[config.mk]
export PLATFORM = sky130hd
export DESIGN_NAME = card_dealer
export DESIGN_NICKNAME = d
export VERILOG_FILES = /design/src/rtl/card_dealer.sv
export SDC_FILE = /design/constraint.sdc
export NUM_CORES = 1
export LEC_CHECK = 0
export CORE_MARGIN = 1.5
export CORE_UTILIZATION = 35
export CTS_CLUSTER_SIZE = 14
export DETAILED_ROUTE_END_ITERATION = 12
export DONT_BUFFER_PORTS = 1
export SYNTH_ARGS = -nofsm -noshare
export SYNTH_HDL_FRONTEND = slang
export SYNTH_SLANG_ARGS = --single-unit
[constraint.sdc]
create_clock -name clk -period 3.7 [get_ports clk]
set_input_delay 1.11 -clock clk [delete_from_list [all_inputs] [get_ports clk]]
set_output_delay 1.11 -clock clk [all_outputs]
set_load 0.02 [all_outputs]
[src/rtl/card_dealer.sv]
// Card dealer: deals unique cards 0..51 from a 52-bit dealt mask, seeded by an external RNG.
// Latency: card_valid three cycles after deal_req when the first probed slot is free, +1 per skipped slot.
// Backpressure: deal_req is ignored while busy; shuffle aborts any deal. Option macro: DEALER_AUTO_SHUFFLE_EN.
module card_dealer #(
  parameter int unsigned ACE_POINTS = 1
) (
  input  logic       clk,
  input  logic       reset,
  input  logic       deal_req,
  input  logic       shuffle,
  output logic       rand_request,
  input  logic [5:0] rand_value,
  output logic       card_valid,
  output logic [5:0] card_id,
  output logic [3:0] card_rank,
  output logic [3:0] card_points,
  output logic       busy,
  output logic       empty_err,
  output logic [5:0] cards_left
);

  typedef enum logic [1:0] {IDLE, REQUEST, SEARCH, DELIVER} state_t;

  state_t      state_q;
  logic [51:0] mask_q;
  logic [5:0]  ptr_q;
  logic [5:0]  cards_left_q;
  logic [5:0]  card_id_q;
  logic [3:0]  card_rank_q;
  logic [3:0]  card_points_q;
  logic        card_valid_q;
  logic        rand_request_q;
  logic        empty_err_q;

  logic [5:0]  ptr_load_d;
  logic [5:0]  ptr_next_d;
  logic [5:0]  rank_idx_d;
  logic [3:0]  rank_d;
  logic [3:0]  points_d;

  // Fold the RNG value into 0..51, advance the scan pointer with wrap, and decode rank/points of the probed slot.
  always_comb begin
    ptr_load_d = (rand_value < 6'd52) ? rand_value : rand_value - 6'd52;
    ptr_next_d = (ptr_q == 6'd51) ? 6'd0 : ptr_q + 6'd1;
    rank_idx_d = ptr_q;
    if (ptr_q >= 6'd39)      rank_idx_d = ptr_q - 6'd39;
    else if (ptr_q >= 6'd26) rank_idx_d = ptr_q - 6'd26;
    else if (ptr_q >= 6'd13) rank_idx_d = ptr_q - 6'd13;
    rank_d = 4'(rank_idx_d + 6'd1);
    if (rank_d == 4'd1)      points_d = 4'(ACE_POINTS);
    else if (rank_d > 4'd10) points_d = 4'd10;
    else                     points_d = rank_d;
  end

  // Deal FSM with deck state and registered outputs; reset beats shuffle, shuffle beats everything else.
  always_ff @(posedge clk) begin
    if (reset) begin
      state_q        <= IDLE;
      mask_q         <= '0;
      ptr_q          <= '0;
      cards_left_q   <= 6'd52;
      card_id_q      <= '0;
      card_rank_q    <= '0;
      card_points_q  <= '0;
      card_valid_q   <= 1'b0;
      rand_request_q <= 1'b0;
      empty_err_q    <= 1'b0;
    end else begin
      card_valid_q   <= 1'b0;
      rand_request_q <= 1'b0;
      empty_err_q    <= 1'b0;
      if (shuffle) begin
        mask_q       <= '0;
        cards_left_q <= 6'd52;
        state_q      <= IDLE;
      end else begin
        case (state_q)
          IDLE: begin
            if (deal_req) begin
              if (cards_left_q != 6'd0) begin
                state_q        <= REQUEST;
                rand_request_q <= 1'b1;
              end else begin
`ifdef DEALER_AUTO_SHUFFLE_EN
                // Empty deck refills itself and the deal proceeds with normal latency.
                mask_q         <= '0;
                cards_left_q   <= 6'd52;
                state_q        <= REQUEST;
                rand_request_q <= 1'b1;
`else
                empty_err_q    <= 1'b1;
`endif
              end
            end
          end
          REQUEST: begin
            ptr_q   <= ptr_load_d;
            state_q <= SEARCH;
          end
          SEARCH: begin
            // Entry guarantees at least one free slot, so this scan always terminates within 52 probes.
            if (!mask_q[ptr_q]) begin
              mask_q[ptr_q] <= 1'b1;
              card_id_q     <= ptr_q;
              card_rank_q   <= rank_d;
              card_points_q <= points_d;
              cards_left_q  <= cards_left_q - 6'd1;
              card_valid_q  <= 1'b1;
              state_q       <= DELIVER;
            end else begin
              ptr_q <= ptr_next_d;
            end
          end
          DELIVER: begin
            state_q <= IDLE;
          end
          default: state_q <= IDLE;
        endcase
      end
    end
  end

  assign rand_request = rand_request_q;
  assign card_valid   = card_valid_q;
  assign card_id      = card_id_q;
  assign card_rank    = card_rank_q;
  assign card_points  = card_points_q;
  assign busy         = (state_q != IDLE);
  assign empty_err    = empty_err_q;
  assign cards_left   = cards_left_q;

endmodule

==> metrics.log <==
INFO  metric status = finished, violations left
INFO  metric failed_checks = DRC
INFO  metric syn-instance-count = about 460
INFO  metric synth.yosys.seq_area_share = 0.398
INFO  metric post_cts_resize_count = 0
INFO  metric route.final.wire_length = slightly above 10,000 µm
INFO  metric synth_enable_flop_cells = 0
INFO  metric r2r_setup_slack = roughly 320 ps
INFO  metric inserted_clock_buffers = 9
INFO  metric drcViolationCount = 6
INFO  metric critical_path.startpoint = ptr_q[1]
INFO  metric ys.warnings.count = 0
INFO  metric timing.critical_path.arrival = approximately 3600 ps
INFO  metric rsz0062_at_grt = no
INFO  metric grt_overflow_total = 0
INFO  metric finalHoldViolCount = 0
INFO  metric maxSlewViolCount = 0
INFO  metric synth_top_cells_by_area = sky130_fd_sc_hd__dfxtp_1 40%, sky130_fd_sc_hd__a31oi_1 7.3%, sky130_fd_sc_hd__mux4_2 7.0%
INFO  metric total_power_divided_by_cell_area = 430 nW/µm²
INFO  metric yosysUniqueCellTypes = between 60 and 70
INFO  metric yosys.area_share.xor_xnor = 0.0105
INFO  metric synth_top_area_cell = sky130_fd_sc_hd__dfxtp_1
INFO  metric ant_nets = 0
INFO  metric basic_gate_share_of_the_synthesized_area_counting_and_or_nand_and_nor_cells = 0.177
INFO  metric htree_num_levels = 3
INFO  metric stdcell_count = a little under 600
INFO  metric synth-async-reset-ratio = 0
INFO  metric finalSetupViolCount = 0
INFO  metric mostFrequentLayoutCell = sky130_fd_sc_hd__dfxtp_1
INFO  metric number_of_antenna_violations_at_the_first_check_in_global_routing = 0
INFO  metric grt_pass1_vias = ~3,300
INFO  metric design.final.nets = 472
INFO  metric grt_pass1_wl = around 17,000 µm
INFO  metric syn_avg_cell_area = between 9 and 10 µm²
INFO  metric hold_path_depth = 2
INFO  metric dieWidth = 112 µm
INFO  metric worst_skew_pair.late_latency = 340 ps
INFO  metric placeableCoreArea = ~12,000 µm²
INFO  metric firstDrtPassIters = 9
INFO  metric drv_cap = 0
INFO  metric fill_cells = around 1,100
INFO  metric cts_tree = built
INFO  metric avgRoutedWirePerCell = about 17 µm
INFO  metric start_util = 0.363
INFO  metric finalClockSkew = approximately 6.5 ps
INFO  metric layout-drive-gt1-share = 0.129
INFO  metric yosysTopAreaCellShare = 0.398
INFO  metric cts.reportedPaths.clkPinSlew = approximately 70 ps
INFO  metric cts_hold_buf = 0
INFO  metric reg2regPathDepth = 12
INFO  metric syn2layout_area_growth = 9.25%
INFO  metric maximum_number_of_pins_on_one_net_before_global_route_repair = 49
INFO  metric grt_util_all_layers = 0.167
INFO  metric fp.dieH = between 100 and 150 µm
INFO  metric drt-vias-per-instance = between 5 and 6
INFO  metric cts_post_setup_buffers_inserted = 0
INFO  metric worstMarginPinSlew = between 1000 and 1500 ps
INFO  metric timing.hold.worst.start = mask_q[15]
INFO  metric synth_top_flop_cell = sky130_fd_sc_hd__dfxtp_1
INFO  metric setup-tns-final = 0 ps
INFO  metric design.die.area = roughly 13,000 µm²
INFO  metric setup_ws = 316 ps
INFO  metric timing.final.crit_share = 0.915
INFO  metric worstSetupStartpointType = flop
INFO  metric worst_ep_required_time = between 3000 and 4000 ps
INFO  metric placedCellCount = between 500 and 600
INFO  metric dp_hpwl = between 7000 and 8000 µm
INFO  metric irDropWorstVdd = just under 0.2 mV
INFO  metric initialDrtViolationCount = ~210
INFO  metric antenna_cells_inserted = 0
INFO  metric final_cell_mix = 83 x sky130_fd_sc_hd__dfxtp_1, 71 x sky130_fd_sc_hd__nor2_1, 49 x sky130_fd_sc_hd__a31oi_1, 17 x sky130_fd_sc_hd__inv_1, 17 x sky130_fd_sc_hd__ha_1
INFO  metric count_of_vias_placed_by_the_detailed_router = between 3,000 and 4,000
INFO  metric yosys.area_share.adder = 0.0509
INFO  metric pin_count = 34
INFO  metric muxShareOfSynthArea = 0.0988
INFO  metric post_synthesis_net_count = between 400 and 500
INFO  metric cts_buffer_depth = 2
INFO  metric synth_compound_area_frac = 0.203
INFO  metric detailedPlace.worstSlack = 372 ps
INFO  metric worst-setup-path-type = reg2reg
INFO  metric timing.rr.end = card_points[1]
INFO  metric placement.cell_area = about 4300 µm²
INFO  metric hold_end = mask_q[15]
INFO  metric syn_std_cell_area = 4180 µm²
INFO  metric clock-sinks = 83
INFO  metric synth_top_family_by_area = compound AO/OA/AOI/OAI gates
INFO  metric final_area = around 4600 µm²
INFO  metric max_clock_freq = around 0.3 GHz
INFO  metric postSynthRegisterBits = 83
INFO  metric worst_setup_path_end_kind = flop
INFO  metric routabilityCongestion = 0.834
INFO  metric io_buffer_count = 0
INFO  metric hold_path_class = reg2reg
INFO  metric power.leakage = around 1.7 nW
INFO  metric relSlewSlack = 0.287
INFO  metric min_period = 3380 ps
INFO  metric cp_max_fo = 13
INFO  metric critical_path.reg2reg.startpoint = ptr_q[1]
INFO  metric clock_tree.root_cell = sky130_fd_sc_hd__clkbuf_16
INFO  metric floorplan.rows = 39
==> layer usage <==
metal  part of all wire  GRT usage  up-vias
met5                  0          0        -
met2               0.46      0.260      107
li1                   -          -     1649
met4              0.017     0.0574        0
met1               0.47      0.227     1690
met3              0.062     0.0421       15
==> critical path: stages (launching register included) <==
cell                       delay (ps)
sky130_fd_sc_hd__dfxtp_1          510
sky130_fd_sc_hd__buf_4            310
sky130_fd_sc_hd__ha_1             290
sky130_fd_sc_hd__a211oi_1         500
sky130_fd_sc_hd__a22oi_1          170
sky130_fd_sc_hd__a21o_1           230
sky130_fd_sc_hd__nand2_1          100
sky130_fd_sc_hd__inv_1             90
sky130_fd_sc_hd__ha_1             220
sky130_fd_sc_hd__xnor2_1          330
sky130_fd_sc_hd__nand2_1          140
sky130_fd_sc_hd__a21o_1           200
sky130_fd_sc_hd__a32o_1           190
==> cells by family (layout without fill, tap and decap cells) <==
| group | after synthesis | after routing |
|---|---|---|
| multiplexers | 25 | 25 |
| AND/OR/NAND/NOR | 149 | 149 |
| XOR/XNOR | 5 | 5 |
| buffers and inverters | 54 | 48 |
| flip-flops | 83 | 83 |
| AO/OA/AOI/OAI | 123 | 123 |
| adder cells (fa/ha/maj) | 17 | 17 |
==> final cells by class <==
class                   instances  area (µm²)  share of cell area
well taps                     143         179              0.0392
repair buffers                 14         118              0.0258
clock buffers                   9         225              0.0493
clock inverters                 7        57.6              0.0126
flip-flops and latches         83        1660               0.364
multi-input cells             319        2260               0.494
inverters                      18        67.6              0.0148
==> registers in the layout, summed over array words and instances, names as in the netlist <==
| signal | count |
|---|---|
| empty_err | 1 |
| ptr_q | 6 |
| cards_left | 6 |
| card_id | 6 |
| card_valid | 1 |
| card_rank | 4 |
| state_q | 2 |
| rand_request | 1 |
| mask_q | 52 |
| card_points | 4 |
==> worst max path at each step <==
stage	end	slack (ps)	cells past startpoint
after floorplan	card_points[1]	710	13
after global placement	card_points[1]	480	11
after detailed placement	card_points[1]	370	12
after CTS	card_points[1]	360	12
after global routing	card_points[1]	20	12
final	card_points[1]	320	12
==> cell usage after synthesis (all sizes together) (2+ instances only) <==
master   n
a211oi   9
a21o     3
a21oi   14
a221oi   3
a22oi    4
a311oi   2
a31o     4
a31oi   49
a32o     5
and2     7
and3     4
and3b    2
buf     14
clkbuf  22
dfxtp   83
ha      17
inv     17
mux2i   12
mux4    13
nand2   16
nand2b   3
nand3    8
nand3b   2
nand4    2
nor2    72
nor2b    8
nor3     8
nor3b    5
nor4     4
o21a     2
o21ai   12
o22ai    3
o311ai   2
o31ai    2
o32ai    2
or2      4
xnor2    3
xor2     2
==> through the flow <==
step                      utilization  hold WS (ps)  total power [W]
final                           0.396           468          0.00197
after global routing            0.396           484          0.00204
after CTS                       0.396           470          0.00198
after detailed placement        0.372           454          0.00113
after global placement          0.372           442          0.00112
after floorplan                     -           432          0.00109
==> report_power, final <==
part / switching (W) / internal, W
clock network: 0.000390 / 0.000465
registers: 0.0000171 / 0.000899
logic: 0.000123 / 0.0000709
total: 0.000530 / 0.00144
Note: power is estimated with default switching activity, not from simulation.
